**config.mk**
```make
export PLATFORM = sky130hd
export DESIGN_NAME = irda_rx_decoder
export DESIGN_NICKNAME = d
export VERILOG_FILES = /design/src/rtl/irda_rx_decoder_pkg.sv /design/src/rtl/irda_pulse_filter.sv /design/src/rtl/irda_rx_decoder.sv
export SDC_FILE = /design/constraint.sdc
export NUM_CORES = 1
export LEC_CHECK = 0
export CAP_MARGIN = 20
export CORE_ASPECT_RATIO = 1.5
export CORE_UTILIZATION = 50
export CTS_CLUSTER_DIAMETER = 200
export DETAILED_ROUTE_END_ITERATION = 16
export GPL_TIMING_DRIVEN = 0
export PLACE_DENSITY = 0.65
export RECOVER_POWER = 100
export REMOVE_ABC_BUFFERS = 1
export SLEW_MARGIN = 20
export SYNTH_ARGS = -nofsm -noshare
export SYNTH_HDL_FRONTEND = slang
export SYNTH_SLANG_ARGS = --single-unit
```
**constraint.sdc**
```tcl
create_clock -name clock -period 3.26 [get_ports clock]
set_clock_uncertainty 0.05 [all_clocks]
set_input_delay 0.652 -clock clock [delete_from_list [all_inputs] [get_ports clock]]
set_output_delay 0.652 -clock clock [all_outputs]
set_load 0.01 [all_outputs]
```
**src/rtl/irda_rx_decoder_pkg.sv**
```systemverilog
// Shared types and default timing for the IrDA receive decoder.
// Defaults assume a 50 MHz clock and 9600 baud.
package irda_rx_decoder_pkg;

  typedef enum logic [2:0] {
    ST_IDLE  = 3'b001,
    ST_HOLD  = 3'b010,
    ST_STUCK = 3'b100
  } state_t;

  localparam int DEF_CLKS_PER_BIT   = 5208;
  localparam int DEF_MIN_PULSE_CLKS = 16;
  localparam int DEF_MAX_PULSE_CLKS = 2604;

  // Pulse filter to FSM handoff
  typedef struct packed {
    logic ir_s;
    logic pulse_ok;
    logic stuck;
  } filt_t;

endpackage

```
**src/rtl/irda_pulse_filter.sv**
```systemverilog
// Synchronizes the raw IR input and measures high-pulse width.
// pulse_ok fires once per pulse; stuck is a level while the count is saturated.
module irda_pulse_filter
  import irda_rx_decoder_pkg::*;
#(
  parameter int MIN_PULSE_CLKS = DEF_MIN_PULSE_CLKS,
  parameter int MAX_PULSE_CLKS = DEF_MAX_PULSE_CLKS,
  parameter int CNT_W          = $clog2(DEF_CLKS_PER_BIT + 1)
) (
  input  logic  clock,
  input  logic  reset,
  input  logic  enable,
  input  logic  ir_in,
  output filt_t filt
);

  localparam logic [CNT_W-1:0] MIN_C = CNT_W'(MIN_PULSE_CLKS);
  localparam logic [CNT_W-1:0] MAX_C = CNT_W'(MAX_PULSE_CLKS);

  logic [1:0]       sync_q;
  logic [CNT_W-1:0] hi_cnt;
  logic             ir_s;

  // Synchronizer runs regardless of enable
  always_ff @(posedge clock) begin
    if (reset) sync_q <= '0;
    else       sync_q <= {sync_q[0], ir_in};
  end

  assign ir_s = sync_q[1];

  always_ff @(posedge clock) begin
    if (reset || !enable || !ir_s) hi_cnt <= '0;
    else if (hi_cnt != MAX_C)      hi_cnt <= hi_cnt + CNT_W'(1);
  end

  // MIN < MAX, so the saturated count can never re-trigger pulse_ok
  assign filt.ir_s     = ir_s;
  assign filt.pulse_ok = (hi_cnt == MIN_C);
  assign filt.stuck    = (hi_cnt == MAX_C);

endmodule

```
**src/rtl/irda_rx_decoder.sv**
```systemverilog
// IrDA SIR receive decoder: stretches each accepted IR pulse into a full
// low bit period on rx_D, and flags inputs stuck high.
module irda_rx_decoder
  import irda_rx_decoder_pkg::*;
#(
  parameter int CLKS_PER_BIT   = DEF_CLKS_PER_BIT,
  parameter int MIN_PULSE_CLKS = DEF_MIN_PULSE_CLKS,
  parameter int MAX_PULSE_CLKS = DEF_MAX_PULSE_CLKS
) (
  input  logic clock,
  input  logic reset,
  input  logic enable,
  input  logic ir_in,
  output logic rx_D,
  output logic busy,
  output logic pulse_err
);

  // Legal only for 1 <= MIN_PULSE_CLKS < MAX_PULSE_CLKS < CLKS_PER_BIT
  localparam int               CNT_W = $clog2(CLKS_PER_BIT + 1);
  localparam logic [CNT_W-1:0] BIT_C = CNT_W'(CLKS_PER_BIT);

  filt_t            filt;
  state_t           state, state_nxt;
  logic [CNT_W-1:0] hold_cnt, hold_nxt;
  logic             rx_d_nxt, busy_nxt, err_nxt;

  irda_pulse_filter #(
    .MIN_PULSE_CLKS (MIN_PULSE_CLKS),
    .MAX_PULSE_CLKS (MAX_PULSE_CLKS),
    .CNT_W          (CNT_W)
  ) u_filt (
    .clock  (clock),
    .reset  (reset),
    .enable (enable),
    .ir_in  (ir_in),
    .filt   (filt)
  );

  always_ff @(posedge clock) begin
    if (reset) begin
      state     <= ST_IDLE;
      hold_cnt  <= '0;
      rx_D      <= 1'b1;
      busy      <= 1'b0;
      pulse_err <= 1'b0;
    end else begin
      state     <= state_nxt;
      hold_cnt  <= hold_nxt;
      rx_D      <= rx_d_nxt;
      busy      <= busy_nxt;
      pulse_err <= err_nxt;
    end
  end

  always_comb begin
    state_nxt = state;
    hold_nxt  = hold_cnt;
    if (!enable) begin
      state_nxt = ST_IDLE;
      hold_nxt  = '0;
    end else begin
      case (state)
        ST_IDLE: begin
          if (filt.stuck) begin
            state_nxt = ST_STUCK;
            hold_nxt  = '0;
          end else if (filt.pulse_ok) begin
            state_nxt = ST_HOLD;
            hold_nxt  = BIT_C;
          end
        end
        ST_HOLD: begin
          // A reload on the final hold cycle keeps rx_D low without a gap
          if (filt.stuck) begin
            state_nxt = ST_STUCK;
            hold_nxt  = '0;
          end else if (filt.pulse_ok) begin
            hold_nxt  = BIT_C;
          end else if (hold_cnt <= CNT_W'(1)) begin
            state_nxt = ST_IDLE;
            hold_nxt  = '0;
          end else begin
            hold_nxt  = hold_cnt - CNT_W'(1);
          end
        end
        ST_STUCK: begin
          if (!filt.ir_s) state_nxt = ST_IDLE;
        end
        default: begin
          state_nxt = ST_IDLE;
          hold_nxt  = '0;
        end
      endcase
    end
  end

  // Outputs are registered from the next state so they align with it
  always_comb begin
    rx_d_nxt = (state_nxt != ST_HOLD);
    busy_nxt = (state_nxt == ST_HOLD);
    err_nxt  = (state_nxt == ST_STUCK) && (state != ST_STUCK);
  end

endmodule

```
==> flow_summary_export.csv, run 1 <==
group,metric,value,unit
floorplanning,initial_utilization,0.521,
detailed_routing,drc,0,
yosys,synth_warnings,0,
yosys,synthCells,209,
clocking,cts-root-buf,"clkbuf_8",
clocking,worstSkewPairLatency,0.29,ns
critical_path,crit_required,3.35,ns
global_route,grt_start_max_net_pins,14,
yosys,yosysMostFrequentCell,"dfxtp_1",
worst_hold_path,hold_class,"reg -> reg",
yosys,synth-seq-area-share,0.386,
clocking,cts_hold_buf,0,
cells_and_area,nNetsFinal,223,
critical_path,critical_path_class,"reg -> reg",
floorplanning,die_h,74.7,µm
yosys,async_flop_share,0,
yosys,synth_top_cell_by_area,"dfxtp_1",
power,power,0.000747,W
timing,finalSetupViolCount,0,
timing,final_max_slew_viol_count,0,
clocking,clkTransAtPathRegs,0.07,ns
timing,hold_viol,0,
global_route,grt_antenna_before_repair,0,
detailed_routing,viasPerCell,5.90,
critical_path,endpoint,"hold_cnt[0]",
clocking,clock_path_buffers,2,
clocking,cts_tree,"built",
timing,min_period_over_period,0.918,
clocking,cts-htree-levels,2,
floorplanning,coreArea,3380,µm²
yosys,yosys-top-cells-count,"34 x dfxtp_1, 25 x nor2_1, 17 x a21oi_1",
timing,min_period,2.99,ns
job,drv_cap,0,
timing,hold_ws,0.395,ns
timing,fmax,334,MHz
cells_and_area,drive_above_1_share,0.0741,
detailed_routing,ant_nets,0,
timing,rsz0062_at_grt,"no",
cells_and_area,fill_cells,330,
cells_and_area,antennaDiodeCount,0,
clocking,post_cts_resize_count,0,
clocking,cts_buffers,5,
detailed_routing,routedWlPerCell,14.7,µm
detailed_routing,vias,1522,
yosys,syn_avg_cell_area,8.43,µm²
critical_path,reg2reg_to,"hold_cnt[0]",
critical_path,rr_worst_depth,6,
critical_path,cp.arrival,3.09,ns
clocking,cts.sinks,34,
yosys,ys_ff_latch,34,
timing,worstMarginPinSlew,0.872,ns
yosys,synth_area,1760,µm²
floorplanning,die_x,50.5,µm
critical_path,crit_path_max_fanout,10,
timing,fin_tns_setup,0,ns
critical_path,r2r_setup_slack,0.27,ns
critical_path,crit_path_end_kind,"flip-flop",
yosys,synth-main-ff-cell,"dfxtp_1",
power,p_leak,0.706,nW
yosys,netlist_top_cells_area,"dfxtp_1 39%, nor2_1 5.3%, a21oi_1 4.8%",
yosys,netlist.area_leader.share,0.386,
critical_path,cp-startpoint,"u_filt.hi_cnt[3]",
clocking,post-cts-setup-buffers,0,
timing,slew_headroom,0.412,
floorplanning,dieArea,3770,µm²
floorplanning,placementRows,26,
detailed_routing,drt-initial-drc-count,26,
detailed_routing,dr.pass1.iters,4,
yosys,ys_types,48,
critical_path,crit_path_start_kind,"flip-flop",
critical_path,r2r-start,"u_filt.hi_cnt[3]",
floorplanning,io_pins,7,
global_route,overflow,0,
outcome,outcome,"complete, no violations",
cells_and_area,area_growth,9.94,%
placement,gp_congestion,0.824,
placement,dp_hpwl,2.78,mm
global_route,grt_use_total,0.222,
detailed_routing,wl,3.79,mm
global_route,grt_pass1_wl,6.29,mm
yosys,synth_edf_count,0,
global_route,grt_pass1_vias,1430,
power,powerDensity,386,nW/µm²
placement,port_buffers,6,
power,peakVddDrop,0.000297,V
-- routing by layer --
layer	vias to the layer above	wire, µm	GRT usage
li1	772	-	-
met1	726	1650	0.237
met2	19	2010	0.401
met3	5	78	0.0667
met4	0	49	0.0957
met5	-	0	0
-- where the power goes --
part	switching [W]	internal (W)	total [W]	leakage, nW
registers	0.000000660	0.000417	0.000417	0.274
logic	0.00000757	0.00000605	0.0000136	0.384
clock network	0.000146	0.000170	0.000316	0.0482
total	0.000154	0.000593	0.000747	0.706
-- worst min-delay path by stage --
stage	from	end	slack, ns	depth (start not counted)
4_1_cts	u_filt.sync_q[0]	u_filt.sync_q[1]	0.40	1
2_1_floorplan	u_filt.sync_q[0]	u_filt.sync_q[1]	0.36	1
3_3_place_gp	u_filt.sync_q[0]	u_filt.sync_q[1]	0.37	1
3_5_place_dp	u_filt.sync_q[0]	u_filt.sync_q[1]	0.38	1
5_1_grt	u_filt.sync_q[0]	u_filt.sync_q[1]	0.41	1
6_report	u_filt.sync_q[0]	u_filt.sync_q[1]	0.39	1
-- logic make-up after synthesis --
group,Yosys count,synth area share
muxes,1,0.00568
adders and majority gates,4,0.0284
AOI/OAI and AO/OA,56,0.224
buffers and inverters,12,0.0270
xor gates and xnor gates,10,0.0497
DFF,34,0.386
and+or+nand+nor,92,0.279
-- placed cells by master, fill, tap and decap left out, drive strengths merged, types with 5 or more instances in the layout --
cell,Yosys,final
inv,5,5
nor2,26,26
nand3,5,5
nor3,6,6
nand2,13,13
xor2,8,8
clkbuf,5,7
a21oi,18,18
o21ai,12,12
dfxtp,34,34
or3,6,6
nor2b,5,5
nand2b,5,5
-- state kept, by name, indices dropped and copies added (netlist names) --
name and flops:
u_filt.sync_q 2, u_filt.hi_cnt 13, rx_D 1, pulse_err 1, hold_cnt 13, busy 1, state 3
-- through the flow --
stage | instance area [µm²] | util | setup WS, ns | std cells
detailed placement | 1850 | 0.545 | 0.252 | 250
floorplan | 1730 | - | 0.805 | 202
global route | 1940 | 0.572 | 0.173 | 258
global placement | 1850 | 0.545 | 0.347 | 250
CTS | 1940 | 0.572 | 0.285 | 258
finish | 1940 | 0.572 | 0.266 | 258
-- worst max-delay path, cell delays in order (launching register included) --
cell and delay, ns:
dfxtp_1 0.35, or4b_1 0.51, or4_1 0.63, a21oi_4 0.30
nor2_2 0.16, o21ai_0 0.73, nor2_1 0.12
-- final cells by class --
class / count / area, µm² / area share
tap: 42 / 52.6 / 0.0271
sequential: 34 / 681 / 0.351
timing repair buffer: 6 / 60.1 / 0.0310
multi-input combinational: 163 / 1030 / 0.534
inverter: 5 / 18.8 / 0.00969
clock buffer: 7 / 86.3 / 0.0446
clock inverter: 1 / 5.00 / 0.00258
No activity file was read; power rests on OpenSTA's default activity.
==> run 2: changes to the inputs <==
HOLD_SLACK_MARGIN = 0.02   (was default)
==> results of run 2 <==
Final layout, timing and power as in run 1 (identical DEF).
==> run 3: changes to the inputs <==
ABC_CLOCK_PERIOD_IN_PS = 3260   (was default)
==> results of run 3 <==
Final layout, timing and power as in run 1 (identical DEF).
